File: config.mk
export PLATFORM = sky130hd
export DESIGN_NAME = full_subtractor_flat
export DESIGN_NICKNAME = d
export VERILOG_FILES = /design/src/rtl/full_subtractor_if.sv /design/src/rtl/full_subtractor.sv /design/src/flat_wrapper.sv
export SDC_FILE = /design/constraint.sdc
export NUM_CORES = 1
export LEC_CHECK = 0
export CAP_MARGIN = 20
export CELL_PAD_IN_SITES_DETAIL_PLACEMENT = 0
export CELL_PAD_IN_SITES_GLOBAL_PLACEMENT = 2
export CORE_AREA = 8 8 45 47
export CTS_CLUSTER_SIZE = 24
export DETAILED_ROUTE_END_ITERATION = 7
export DIE_AREA = 0 0 53 55
export HOLD_SLACK_MARGIN = 0.1
export PLACE_DENSITY = 0.44
export SLEW_MARGIN = 20
export SYNTH_ARGS = -nofsm -noshare
export SYNTH_HDL_FRONTEND = slang
export SYNTH_SLANG_ARGS = --single-unit
File: constraint.sdc
create_clock -name Clock_In -period 0.8 [get_ports Clock_In]
set_input_delay 0.08 -clock Clock_In [delete_from_list [all_inputs] [get_ports Clock_In]]
set_output_delay 0.08 -clock Clock_In [all_outputs]
set_load 0.02 [all_outputs]
File: src/rtl/full_subtractor_if.sv
// rtl/full_subtractor_if.sv - operand/result bundle for the registered full subtractor
interface full_subtractor_if #(
    parameter int WIDTH = 1
);
    logic             Valid_In;
    logic [WIDTH-1:0] Data_A_In;
    logic [WIDTH-1:0] Data_B_In;
    logic             Borrow_In;
    logic [WIDTH-1:0] Sum_Out;
    logic             Borrow_Out;
    logic             Valid_Out;

    modport master (
        output Valid_In,
        output Data_A_In,
        output Data_B_In,
        output Borrow_In,
        input  Sum_Out,
        input  Borrow_Out,
        input  Valid_Out
    );

    modport slave (
        input  Valid_In,
        input  Data_A_In,
        input  Data_B_In,
        input  Borrow_In,
        output Sum_Out,
        output Borrow_Out,
        output Valid_Out
    );
endinterface

File: src/rtl/full_subtractor.sv
// rtl/full_subtractor.sv - registered WIDTH-bit ripple-borrow subtractor (A - B - Borrow_In)
module full_subtractor #(
    parameter int WIDTH = 1
) (
    input  logic              Clock_In,
    input  logic              Reset_N_In,
    full_subtractor_if.slave  bus
);
    logic [WIDTH:0]   borrow_chain;
    logic [WIDTH-1:0] diff;
    logic [WIDTH-1:0] sum_q;
    logic             borrow_q;
    logic             valid_q;

    assign borrow_chain[0] = bus.Borrow_In;

    // One full-subtractor cell per bit; borrow ripples from LSB to MSB.
    for (genvar i = 0; i < WIDTH; i++) begin : g_cell
        logic a_bit;
        logic b_bit;
        logic c_bit;

        assign a_bit = bus.Data_A_In[i];
        assign b_bit = bus.Data_B_In[i];
        assign c_bit = borrow_chain[i];

        assign diff[i]           = a_bit ^ b_bit ^ c_bit;
        assign borrow_chain[i+1] = (~a_bit & b_bit) | (~a_bit & c_bit) | (b_bit & c_bit);
    end

    // Result registers only load on a valid beat, so unknown operands on idle
    // cycles never reach the held outputs.
    always_ff @(posedge Clock_In or negedge Reset_N_In) begin
        if (!Reset_N_In) begin
            sum_q    <= '0;
            borrow_q <= 1'b0;
            valid_q  <= 1'b0;
        end else begin
            valid_q <= bus.Valid_In;
            if (bus.Valid_In) begin
                sum_q    <= diff;
                borrow_q <= borrow_chain[WIDTH];
            end
        end
    end

    assign bus.Sum_Out    = sum_q;
    assign bus.Borrow_Out = borrow_q;
    assign bus.Valid_Out  = valid_q;
endmodule

File: src/flat_wrapper.sv
// flat-port wrapper written by rule: the top's interface ports become plain ports
module full_subtractor_flat 
#(
    parameter int WIDTH = 1
)
  (Clock_In, Reset_N_In, bus_Valid_In, bus_Data_A_In, bus_Data_B_In, bus_Borrow_In, bus_Sum_Out, bus_Borrow_Out, bus_Valid_Out);
  full_subtractor_if #(.WIDTH(WIDTH)) bus_i ();
  input  logic Clock_In;
  input  logic Reset_N_In;
  input wire logic [$bits(bus_i.Valid_In)-1:0] bus_Valid_In;
  input wire logic [$bits(bus_i.Data_A_In)-1:0] bus_Data_A_In;
  input wire logic [$bits(bus_i.Data_B_In)-1:0] bus_Data_B_In;
  input wire logic [$bits(bus_i.Borrow_In)-1:0] bus_Borrow_In;
  output wire logic [$bits(bus_i.Sum_Out)-1:0] bus_Sum_Out;
  output wire logic [$bits(bus_i.Borrow_Out)-1:0] bus_Borrow_Out;
  output wire logic [$bits(bus_i.Valid_Out)-1:0] bus_Valid_Out;
  assign bus_i.Valid_In = bus_Valid_In;
  assign bus_i.Data_A_In = bus_Data_A_In;
  assign bus_i.Data_B_In = bus_Data_B_In;
  assign bus_i.Borrow_In = bus_Borrow_In;
  assign bus_Sum_Out = bus_i.Sum_Out;
  assign bus_Borrow_Out = bus_i.Borrow_Out;
  assign bus_Valid_Out = bus_i.Valid_Out;
  full_subtractor #(.WIDTH(WIDTH)) u_core (.Clock_In(Clock_In), .Reset_N_In(Reset_N_In), .bus(bus_i));
endmodule
==> flow_metrics.env <==
export IMPL_vias=124
export IMPL_syn_inst=8
export IMPL_holdCritStartpoint="bus_Data_B_In"
export IMPL_synth_area_um2=123
export IMPL_cap_violations=0
export IMPL_hold_viol=0
export IMPL_cellPowerDensity_nw_per_um2=2010
export IMPL_fin_area_um2=292
export IMPL_die_w_um=53
export IMPL_start_util=0.0886
export IMPL_layout_cells_non_filler=40
export IMPL_setup_violations_final=4
export IMPL_leakage_uw=0.000130
export IMPL_criticalPathCategory="register to register"
export IMPL_io_buffer_count=8
export IMPL_syn_num_nets=15
export IMPL_cpPeakStageDelay_ns=0.40
export IMPL_synth_cell_types=6
export IMPL_finalCriticalPeriod_ns=0.881
export IMPL_crit_path_cell_trace="buf_6 -> mux2_4"
export IMPL_drtPass1Iterations=2
export IMPL_drive_gt1_frac=0.583
export IMPL_finalPower_uw=586
export IMPL_cts_buffer_depth=2
export IMPL_grt_pass1_vias=149
export IMPL_antenna_found_initial=0
export IMPL_status="finished, violations left"
export IMPL_whs_ns=0.341
export IMPL_rr_startpoint="u_core.bus.Borrow_Out$_DFFE_PN0P_"
export IMPL_post_drt_wl_per_cell_um=8.45
export IMPL_antenna_cells=0
export IMPL_gp_congestion=0.494
export IMPL_dieHeight_um=55
export IMPL_clock_latency_ns=0.23
export IMPL_fin_ws_ns=-0.0807
export IMPL_path_max_fanout=2
export IMPL_design_portCount=9
export IMPL_hold_class="input pin to register"
export IMPL_worstMarginPinSlew_ns=0.139
export IMPL_vias_per_cell=3.10
export IMPL_yosys_area_top_type="dfrtp_1"
export IMPL_maxSlewViolCount=0
export IMPL_first_iter_violations=1
export IMPL_synth_avg_cell_area_um2=15.3
export IMPL_post_place_cells=35
export IMPL_grt_max_degree=4
export IMPL_mostFrequentLayoutCells="clkbuf_4 (3), buf_6 (3)"
export IMPL_ys_seq_area_frac=0.612
export IMPL_critical_path_top_delay_family="flip-flops"
export IMPL_crit_start="u_core.bus.Borrow_Out$_DFFE_PN0P_"
export IMPL_worstPathArrival_ns=0.99
export IMPL_rows=14
export IMPL_fin_nets=32
export IMPL_syn_to_final_growth_pct=138
export IMPL_root_buffer="clkbuf_4"
export IMPL_clock_sinks=3
export IMPL_wirelength_um=338
export IMPL_cts_setup_buffers=0
export IMPL_synth_seq_cells=3
export IMPL_ys_warn_count=0
export IMPL_peakVddDrop_v=0.000439
export IMPL_worst_clock_skew_ns=0
export IMPL_grt_remaining_overflow=0
export IMPL_max_clock_freq_mhz=1140
export IMPL_grt_pass1_wl_um=572
export IMPL_endpoint_kind="register"
export IMPL_startpoint_type="register"
export IMPL_grt_total_usage=0.0312
export IMPL_post_route_period_util=1.10
export IMPL_cts_tree="yes"
export IMPL_cp_num_buf_inv=1
export IMPL_cts_buffers=3
export IMPL_htreeDepth=1
export IMPL_cpMaxStageDelayCell="dfrtp_2"
export IMPL_place_area_um2=249
export IMPL_core_area_um2=1380
export IMPL_violations="setup timing"
export IMPL_slew_limit_headroom=0.907
export IMPL_drc=0
export IMPL_synth_top_area_frac=0.612
export IMPL_required_ns=0.91
export IMPL_rsz0062_at_grt="yes"
export IMPL_die_area_um2=2920
export IMPL_synth_area_top_cells="dfrtp_1 (61%), fa_1 (16%), mux2_4 (12%)"
export IMPL_path_clk_slew_ns=0.04
export IMPL_antenna_left=0
[sequential cells by signal, summed over array words and instances, names as in the netlist]
| name | cells |
|---|---|
| u_core.bus.Borrow_Out | 1 |
| u_core.bus.Valid_Out | 1 |
| u_core.bus.Sum_Out | 1 |
[routing by layer]
metal  track usage  part of all wire  vias up  routed length [µm]
li1              -                 -       57                   -
met1        0.0260              0.38       58                 130
met2        0.0293              0.35        9                 117
met3        0.0428              0.26        0                  89
met4        0.0388                 0        0                   0
met5             0                 0        -                   0
[synthesized netlist by cell type]
master and number:
a21oi_1 1, dfrtp_1 3, fa_1 1, inv_1 1, mux2_4 1, nor2_1 1
[power breakdown]
part / internal [µW] / leakage, µW / switching [µW]
logic: 87.8 / 0.0000817 / 56.6
registers: 171 / 0.0000335 / 10.9
clock network: 187 / 0.0000150 / 73.6
[worst paths after layout]
| check | endpoint | slack (ns) | depth (start not counted) |
|---|---|---|---|
| max in group asynchronous | u_core.bus.Borrow_Out$_DFFE_PN0P_ | 0.06 | 2 |
| worst max-delay path | u_core.bus.Borrow_Out$_DFFE_PN0P_ | -0.08 | 2 |
| min in group asynchronous | u_core.bus.Sum_Out$_DFFE_PN0P_ | 0.58 | 2 |
| worst max register to register | u_core.bus.Borrow_Out$_DFFE_PN0P_ | -0.08 | 2 |
| worst min-delay path | u_core.bus.Sum_Out$_DFFE_PN0P_ | 0.34 | 3 |
| worst min register to register | u_core.bus.Borrow_Out$_DFFE_PN0P_ | 0.60 | 2 |
[layout make-up]
cell class | count | area (µm²)
Timing Repair Buffer | 12 | 113
Clock buffer | 4 | 26.3
Inverter | 1 | 3.75
Sequential cell | 3 | 76.3
Tap cell | 16 | 20.0
Fill cell | 152 | 1090
Multi-Input combinational cell | 4 | 52.6
[worst min-delay path, cell delays in order]
cell and delay, ns:
clkdlybuf4s15_1 0.19, fa_2 0.21, a21oi_2 0.04
[stage by stage]
stage / setup slack [ns] / utilization / setup TNS [ns]
global route: -0.101 / 0.211 / -0.286
detailed placement: -0.493 / 0.180 / -1.60
floorplan: -0.0222 / - / -0.0222
finish: -0.0807 / 0.211 / -0.173
CTS: -0.0843 / 0.208 / -0.227
global placement: -0.479 / 0.180 / -1.55
[repair_timing]
action,in CTS,in global routing
gates resized for setup,22,2
hold buffers,1,0
pin swaps,1,2
endpoints found under the hold margin,3,0
endpoints found under the setup margin,5,5
[kinds of logic after synthesis]
logic type	Yosys count	share of synthesized area
muxes	1	0.122
buffers and inverters	1	0.0306
adders and majority gates	1	0.163
DFF	3	0.612
AOI/OAI and AO/OA	1	0.0408
and+or+nand+nor	1	0.0306
Power figures use the tool's default switching activity.
